==> src/rtl/serial_to_parallel.sv <==
// Deserializer: gathers N beats from a valid/ready stream into one N-element word.
// An assembly buffer plus an output register lets the next group arrive while a word waits.
module serial_to_parallel #(
  parameter int unsigned DATA_WIDTH = 32,
  parameter int unsigned N          = 2
) (
  input  logic                  clk,
  input  logic                  rst,
  input  logic                  valid_in,
  input  logic [DATA_WIDTH-1:0] data_in,
  output logic                  ready_in,
  output logic [DATA_WIDTH-1:0] data_out [0:N-1],
  output logic                  valid_out,
  input  logic                  ready_out
);

  localparam int unsigned CntW = (N > 1) ? $clog2(N) : 1;

  logic [DATA_WIDTH-1:0] asm_q [0:N-1];
  logic [DATA_WIDTH-1:0] asm_d [0:N-1];
  logic [DATA_WIDTH-1:0] out_q [0:N-1];
  logic [DATA_WIDTH-1:0] out_d [0:N-1];
  logic [CntW-1:0]       cnt_q, cnt_d;
  logic                  asm_full_q, asm_full_d;
  logic                  out_valid_q, out_valid_d;
  logic                  accept, out_free, last_beat;

  // Registered state only, so ready_out never reaches ready_in combinationally.
  assign ready_in  = !asm_full_q && !rst;
  assign accept    = valid_in && ready_in;
  assign out_free  = !out_valid_q || ready_out;
  assign last_beat = (cnt_q == CntW'(N - 1));

  always_comb begin
    asm_d       = asm_q;
    out_d       = out_q;
    cnt_d       = cnt_q;
    asm_full_d  = asm_full_q;
    out_valid_d = out_valid_q;

    // Drain first; a word loading in the same cycle overrides it below.
    if (out_valid_q && ready_out) begin
      out_valid_d = 1'b0;
    end

    if (accept && !last_beat) begin
      for (int unsigned i = 0; i < N - 1; i++) begin
        if (cnt_q == CntW'(i)) begin
          asm_d[i] = data_in;
        end
      end
      cnt_d = cnt_q + CntW'(1);
    end else if (accept) begin
      cnt_d = '0;
      if (out_free) begin
        for (int unsigned i = 0; i < N - 1; i++) begin
          out_d[i] = asm_q[i];
        end
        out_d[N-1]  = data_in;
        out_valid_d = 1'b1;
      end else begin
        asm_d[N-1] = data_in;
        asm_full_d = 1'b1;
      end
    end else if (asm_full_q && out_free) begin
      out_d       = asm_q;
      out_valid_d = 1'b1;
      asm_full_d  = 1'b0;
    end
  end

  always_ff @(posedge clk) begin
    if (rst) begin
      asm_q       <= '{default: '0};
      out_q       <= '{default: '0};
      cnt_q       <= '0;
      asm_full_q  <= 1'b0;
      out_valid_q <= 1'b0;
    end else begin
      asm_q       <= asm_d;
      out_q       <= out_d;
      cnt_q       <= cnt_d;
      asm_full_q  <= asm_full_d;
      out_valid_q <= out_valid_d;
    end
  end

  assign data_out  = out_q;
  assign valid_out = out_valid_q;

endmodule

==> config.mk <==
export PLATFORM = sky130hd
export DESIGN_NAME = serial_to_parallel
export DESIGN_NICKNAME = d
export VERILOG_FILES = /design/src/rtl/serial_to_parallel.sv
export SDC_FILE = /design/constraint.sdc
export NUM_CORES = 1
export LEC_CHECK = 0
export BUFFER_PORTS_ARGS = -buffer_cell sky130_fd_sc_hd__buf_2
export CORE_UTILIZATION = 55
export DETAILED_ROUTE_END_ITERATION = 10
export PLACE_DENSITY = 0.8
export RECOVER_POWER = 50
export SLEW_MARGIN = 20
export SYNTH_ARGS = -nofsm -noshare
export SYNTH_HDL_FRONTEND = slang
export SYNTH_SLANG_ARGS = --single-unit
==> constraint.sdc <==
create_clock -name clk -period 5.2 [get_ports clk]
set_input_delay 1.04 -clock clk [delete_from_list [all_inputs] [get_ports clk]]
set_output_delay 1.04 -clock clk [all_outputs]
set_load 0.01 [all_outputs]
==> results.py, run 1 <==
metrics = {
    "sta": {
        "finClkSkew_ns": 0.00642,
        "setup_tns_ns": 0,
        "fin_hold_ws_ns": 0.450,
        "slew_violations": 0,
        "max_freq_ghz": 0.282,
        "final.min_clock_period_ns": 3.55,
        "hold_viol": 0,
        "layout_setup_ws_ns": 1.65,
        "maxSlewHeadroom_pct": 26.9,
        "finalSetupViolations": 0,
        "worst_slew_pin_slew_ns": 1.10,
        "grt_setup_unrepaired": "false",
        "fin_crit_sh_pct": 68.2,
    },
    "power_and_ir_drop": {
        "comb_power_share_pct": 4.9,
        "power.switching_mw": 0.544,
        "ir_drop_mv": 0.230,
        "intPower_mw": 1.81,
        "power.share.clock_pct": 51.0,
        "totalPowerFinal_mw": 2.35,
        "power_density_nw_per_um2": 405,
        "leakage_nw": 2.00,
        "seq_power_share_pct": 44.1,
        "swShare_pct": 23.1,
    },
    "drt": {
        "firstDrtPassIters": 5,
        "ant_nets": 0,
        "drt-total-wl_mm": 12.0,
        "dr_total_vias": 4427,
        "wl_per_cell_um": 14.8,
        "via_per_inst": 5.49,
        "drtIter0Drc": 312,
        "route.detailed.drc": 0,
    },
    "floorplan": {
        "die_w_um": 95.3,
        "start_util_pct": 57.5,
        "fp.dieArea_um2": 9090,
        "core_um2": 8340,
        "die_y_um": 95.3,
        "num_io_pins": 102,
        "num_rows": 33,
    },
    "critical_path": {
        "critical_path_peak_fanout": 32,
        "crit_path_cell_trace": "buf_4 > or3b_1 > clkbuf_1 > or3_1 > nand2_1 > a21oi_1",
        "worst-path-buf-inv": 2,
        "crit_type": "in -> reg",
        "crit_family": "simple AND/OR/NAND/NOR gates",
        "required_ns": 5.64,
        "crit_slowest_cell": "or3_1",
        "crit_path_end_kind": "flop",
        "arrival_ns": 3.99,
        "critPathLaunchType": "input pin",
        "cpPeakStageDelay_ns": 0.96,
    },
    "logic_synthesis": {
        "ys_ff_latch": 131,
        "synthesis.nets": 649,
        "yosys.area_share.simple_pct": 21.5,
        "ys_seq_area_share_pct": 54.7,
        "synthTopCellsByArea": "dfxtp_1 (55%), nand2_1 (18%), a21oi_1 (14%)",
        "synth_warnings": 0,
        "synth-xor-area-share_pct": 0,
        "synth_fa_ha_area_share_pct": 0,
        "synth_top_family_by_area": "simple AND/OR/NAND/NOR gates",
        "synth_cell_types": 19,
        "synth-compound-area-share_pct": 19.0,
        "synth.avg_cell_area_um2": 7.82,
        "muxShareOfSynthArea_pct": 0,
        "netlist_area_um2": 4790,
        "synth.top_cell.area_share_pct": 54.7,
        "syn_inst": 613,
        "yosys.area.top_type": "dfxtp_1",
    },
    "cells_and_area": {
        "fin_area_um2": 5800,
        "drive_gt1_share_pct": 10.8,
        "area_growth_syn_to_layout_pct": 21.0,
        "fillCellCount": 674,
        "most-common-layout-cells": "nand2_1 (226), a21oi_1 (131), dfxtp_1 (131)",
        "antennaDiodeCount": 0,
        "final_cells": 807,
        "multi_input_area_um2": 1970,
        "layout_commonest_cell": "nand2_1",
        "regArea_um2": 2620,
        "final_nets": 725,
        "finalCoreUtilization_pct": 69.5,
    },
    "cts": {
        "post-cts-setup-buffers": 0,
        "cts.sinks": 131,
        "clkTransAtPathRegs_ns": 0.06,
        "cts_htree_levels": 4,
        "cts_tree": "built",
        "ctsResizeCount": 0,
        "cts.path.max_buffers": 2,
        "numCtsBuffers": 17,
        "cts-root-buf": "clkbuf_8",
        "insertion_delay_ns": 0.52,
        "cts_hold_buf": 0,
    },
    "min_path": {
        "hold_class": "reg -> reg",
    },
    "run": {
        "maxCapViolCount": 0,
    },
    "outcome": {
        "status": "finished clean",
    },
    "global_routing": {
        "grt_pass1_wl_mm": 19.3,
        "grt_max_degree": 107,
        "groute.usage.overall_pct": 27.8,
        "antenna_found_initial": 0,
        "grt.overflow.total": 0,
        "grt_pass1_vias": 4043,
    },
    "placement": {
        "place.gp.congestion": 0.810,
        "place_ws_ns": 1.31,
        "dp.cells": 774,
        "port-buffer-count": 101,
        "placed_cell_area_um2": 5270,
        "place_hpwl_mm": 7.51,
    },
}
state kept, by name, summed over array words and instances, names as in the netlist:
name        cells
asm_full_q      1
cnt_q           1
valid_out       1
asm_q          64
data_out       64
power groups by stage:
stage	combinational (mW)	clock [mW]	sequential (mW)
final	0.115	1.20	1.04
after CTS	0.116	1.21	1.04
after floorplan	0.0654	0	1.06
after global placement	0.113	0	1.06
after detailed placement	0.115	0	1.06
after global routing	0.126	1.26	1.04
cell type report:
type,instances,area share (%)
Clock inverter,14,3.06
Multi-Input combinational cell,432,34.0
Tap cell,105,2.26
Sequential cell,131,45.2
Inverter,1,0.0647
Timing Repair Buffer,106,8.07
Clock buffer,18,7.38
worst register-to-register path: stages (launching register included):
cell and delay [ns]:
dfxtp_1 0.48, or3b_1 0.55, clkbuf_1 0.83, or3_1 0.96
nand2_1 0.14, a21oi_1 0.19
cell usage after synthesis:
library cell and count:
a211oi_1 32, a21oi_1 131, and3b_1 1, buf_1 5, buf_2 12, buf_6 4, clkbuf_1 28, dfxtp_1 131
inv_1 1, nand2_1 226, nand2b_1 1, nor2_1 34, nor3_1 1, nor3_2 1, nor3b_1 1, o21a_1 1
o21ai_0 1, or3_1 1, or3b_1 1
cells by family (layout without fill, tap and decap cells):
group,after synthesis,count (layout)
buf+inv,50,139
simple gates,267,267
compound gates,165,165
flops,131,131
path summary, 6_finish.rpt:
kind / cells after the start / slack (ns) / endpoint / from
setup / recovery: 6 / 1.65 / asm_q[17] / rst
hold / removal: 2 / 0.45 / data_out[53] / asm_q[53]
setup reg to reg: 5 / 1.96 / asm_q[17] / asm_full_q
hold reg to reg: 2 / 0.45 / data_out[53] / asm_q[53]
layer usage:
metal	wire, um	global-route usage (%)
met2	5330	40.5
met5	0	0
met1	5530	39.3
met3	927	7.18
met4	182	10.5
(Power assumes the default switching activity.)
==> inputs of run 2 (changes only) <==
--- a/config.mk
+++ b/config.mk
@@ -6,9 +6,9 @@
 export NUM_CORES = 1
 export LEC_CHECK = 0
 export BUFFER_PORTS_ARGS = -buffer_cell sky130_fd_sc_hd__buf_2
-export CORE_UTILIZATION = 55
+export CORE_UTILIZATION = 48
 export DETAILED_ROUTE_END_ITERATION = 10
-export PLACE_DENSITY = 0.8
+export PLACE_DENSITY = 0.74
 export RECOVER_POWER = 50
 export SLEW_MARGIN = 20
 export SYNTH_ARGS = -nofsm -noshare
==> constraint.sdc (replaced) <==
create_clock -name clk -period 3.05 [get_ports clk]
set_input_delay 0.61 -clock clk [delete_from_list [all_inputs] [get_ports clk]]
set_output_delay 0.61 -clock clk [all_outputs]
set_load 0.01 [all_outputs]
==> run 2 against run 1 <==
Effect of this change:
- the flow now finishes with violations (max-capacitance violations, max-slew violations)
- combinational power up 77%
- clock skew is 0.0017 ns lower
- via count grew 1.6%
- routed wire length up 5.2%
- critical endpoint is now asm_q[24]
- sequential share of layout area fell by 0.84 points
- count of clock-buffer cells in the layout grew 1
- largest cell class unchanged
- global-route usage is 2.7 points lower
- critical path type is now reg -> reg
- core utilization is 8.8 points lower
- flip-flop and latch count unchanged
==> results.py, run 2 (same netlist as run 1, synthesis figures left out) <==
metrics = {
    "floorplan": {
        "die_y_um": 102,
        "die_w_um": 102,
        "num_rows": 36,
        "fp.dieArea_um2": 10400,
        "start_util_pct": 49.3,
        "core_um2": 9730,
        "num_io_pins": 102,
    },
    "sta": {
        "maxSlewHeadroom_pct": -31.3,
        "max_freq_ghz": 0.420,
        "final.min_clock_period_ns": 2.38,
        "slew_violations": 101,
        "worst_slew_pin_slew_ns": 1.97,
        "layout_setup_ws_ns": 0.671,
        "setup_tns_ns": 0,
        "fin_hold_ws_ns": 0.346,
        "finClkSkew_ns": 0.00469,
        "grt_setup_unrepaired": "false",
        "hold_viol": 0,
        "finalSetupViolations": 0,
        "fin_crit_sh_pct": 78.0,
    },
    "power_and_ir_drop": {
        "ir_drop_mv": 0.314,
        "leakage_nw": 2.05,
        "power_density_nw_per_um2": 693,
    },
    "placement": {
        "place_hpwl_mm": 7.87,
        "place_ws_ns": 0.587,
        "place.gp.congestion": 0.803,
        "dp.cells": 811,
        "port-buffer-count": 101,
    },
    "drt": {
        "via_per_inst": 5.33,
        "route.detailed.drc": 0,
        "wl_per_cell_um": 14.9,
        "dr_total_vias": 4496,
        "drt-total-wl_mm": 12.6,
        "ant_nets": 0,
        "drtIter0Drc": 314,
        "firstDrtPassIters": 5,
    },
    "global_routing": {
        "antenna_found_initial": 0,
        "grt_pass1_vias": 4091,
        "groute.usage.overall_pct": 25.0,
        "grt_max_degree": 101,
        "grt_pass1_wl_mm": 20.1,
        "grt.overflow.total": 0,
    },
    "cts": {
        "post-cts-setup-buffers": 0,
        "cts_hold_buf": 0,
        "cts-root-buf": "clkbuf_8",
        "cts.sinks": 131,
        "ctsResizeCount": 0,
        "cts.path.max_buffers": 2,
        "cts_tree": "built",
        "numCtsBuffers": 17,
        "insertion_delay_ns": 0.53,
        "clkTransAtPathRegs_ns": 0.06,
        "cts_htree_levels": 4,
    },
    "cells_and_area": {
        "antennaDiodeCount": 0,
        "final_cells": 843,
        "area_growth_syn_to_layout_pct": 23.3,
        "drive_gt1_share_pct": 12.0,
        "layout_commonest_cell": "nand2_1",
        "most-common-layout-cells": "nand2_1 (226), a21oi_1 (131), dfxtp_1 (131)",
        "final_nets": 733,
    },
    "critical_path": {
        "critical_path_peak_fanout": 35,
        "crit_slowest_cell": "nor3_4",
        "crit_path_cell_trace": "or3b_1 > clkbuf_2 > nor3_4 > buf_4 > nand2_1 > a21oi_1",
        "ff2ff_setup_slack_ns": 0.67,
        "arrival_ns": 2.80,
        "cpPeakStageDelay_ns": 0.51,
        "crit_path_end_kind": "flop",
        "critPathLaunchType": "flop",
        "crit_family": "simple AND/OR/NAND/NOR gates",
        "worst-path-buf-inv": 2,
        "crit_type": "reg -> reg",
        "required_ns": 3.47,
    },
    "min_path": {
        "hold_class": "in -> reg",
    },
    "outcome": {
        "violations": "max-capacitance violations, max-slew violations",
        "status": "complete, but fails checks",
    },
    "run": {
        "maxCapViolCount": 1,
    },
}
[run 2: cell count changes in the layout (fill, tap and decap cells not counted), sizes merged]
| cell | delta |
|---|---|
| buf | +7 |
| inv | -3 |
| clkbuf | +2 |
| bufinv | +1 |
| clkinv | +1 |
[run 2: final timing paths]
check	cells after the start	to	from
setup reg to reg	6	asm_q[24]	asm_full_q
hold reg to reg	2	data_out[63]	asm_q[63]
hold / removal	3	asm_q[45]	data_in[13]
setup / recovery	6	asm_q[24]	asm_full_q
[run 2: report_power, final]
part / switching, mW / internal [mW] / total, mW
registers: 0.0199 / 1.75 / 1.77
clock network: 0.755 / 1.37 / 2.12
logic: 0.141 / 0.0626 / 0.203
total: 0.915 / 3.18 / 4.09
[run 2: per-layer routing]
metal	GRT usage [%]	vias to the layer above	routed length [um]
li1	-	2188	-
met2	40.1	150	6010
met1	32.9	2140	5680
met4	8.46	0	189
met5	0	-	0
met3	6.77	18	726
[run 2: area by class of cell]
cell class	count	area, um^2
clock buffer	19	442
clock inverter	13	183
fill	911	3820
inverter	1	3.75
multi-input combinational	432	1960
sequential	131	2620
tap	133	166
timing repair buffer	114	532
[run 2: worst reg2reg max path, stage by stage, from the launching register on]
cell and delay [ns]:
dfxtp_1 0.38, or3b_1 0.41, clkbuf_2 0.47, nor3_4 0.52, buf_4 0.29, nand2_1 0.08
a21oi_1 0.12
[run 2: per-stage QoR]
stage	util, %	total power [mW]	instance area (um^2)
final	60.8	4.09	5910
after global placement	55.2	2.00	5370
after CTS	61.7	4.11	6000
after global routing	60.8	4.22	5910
after floorplan	-	1.92	4790
after detailed placement	55.2	2.01	5370
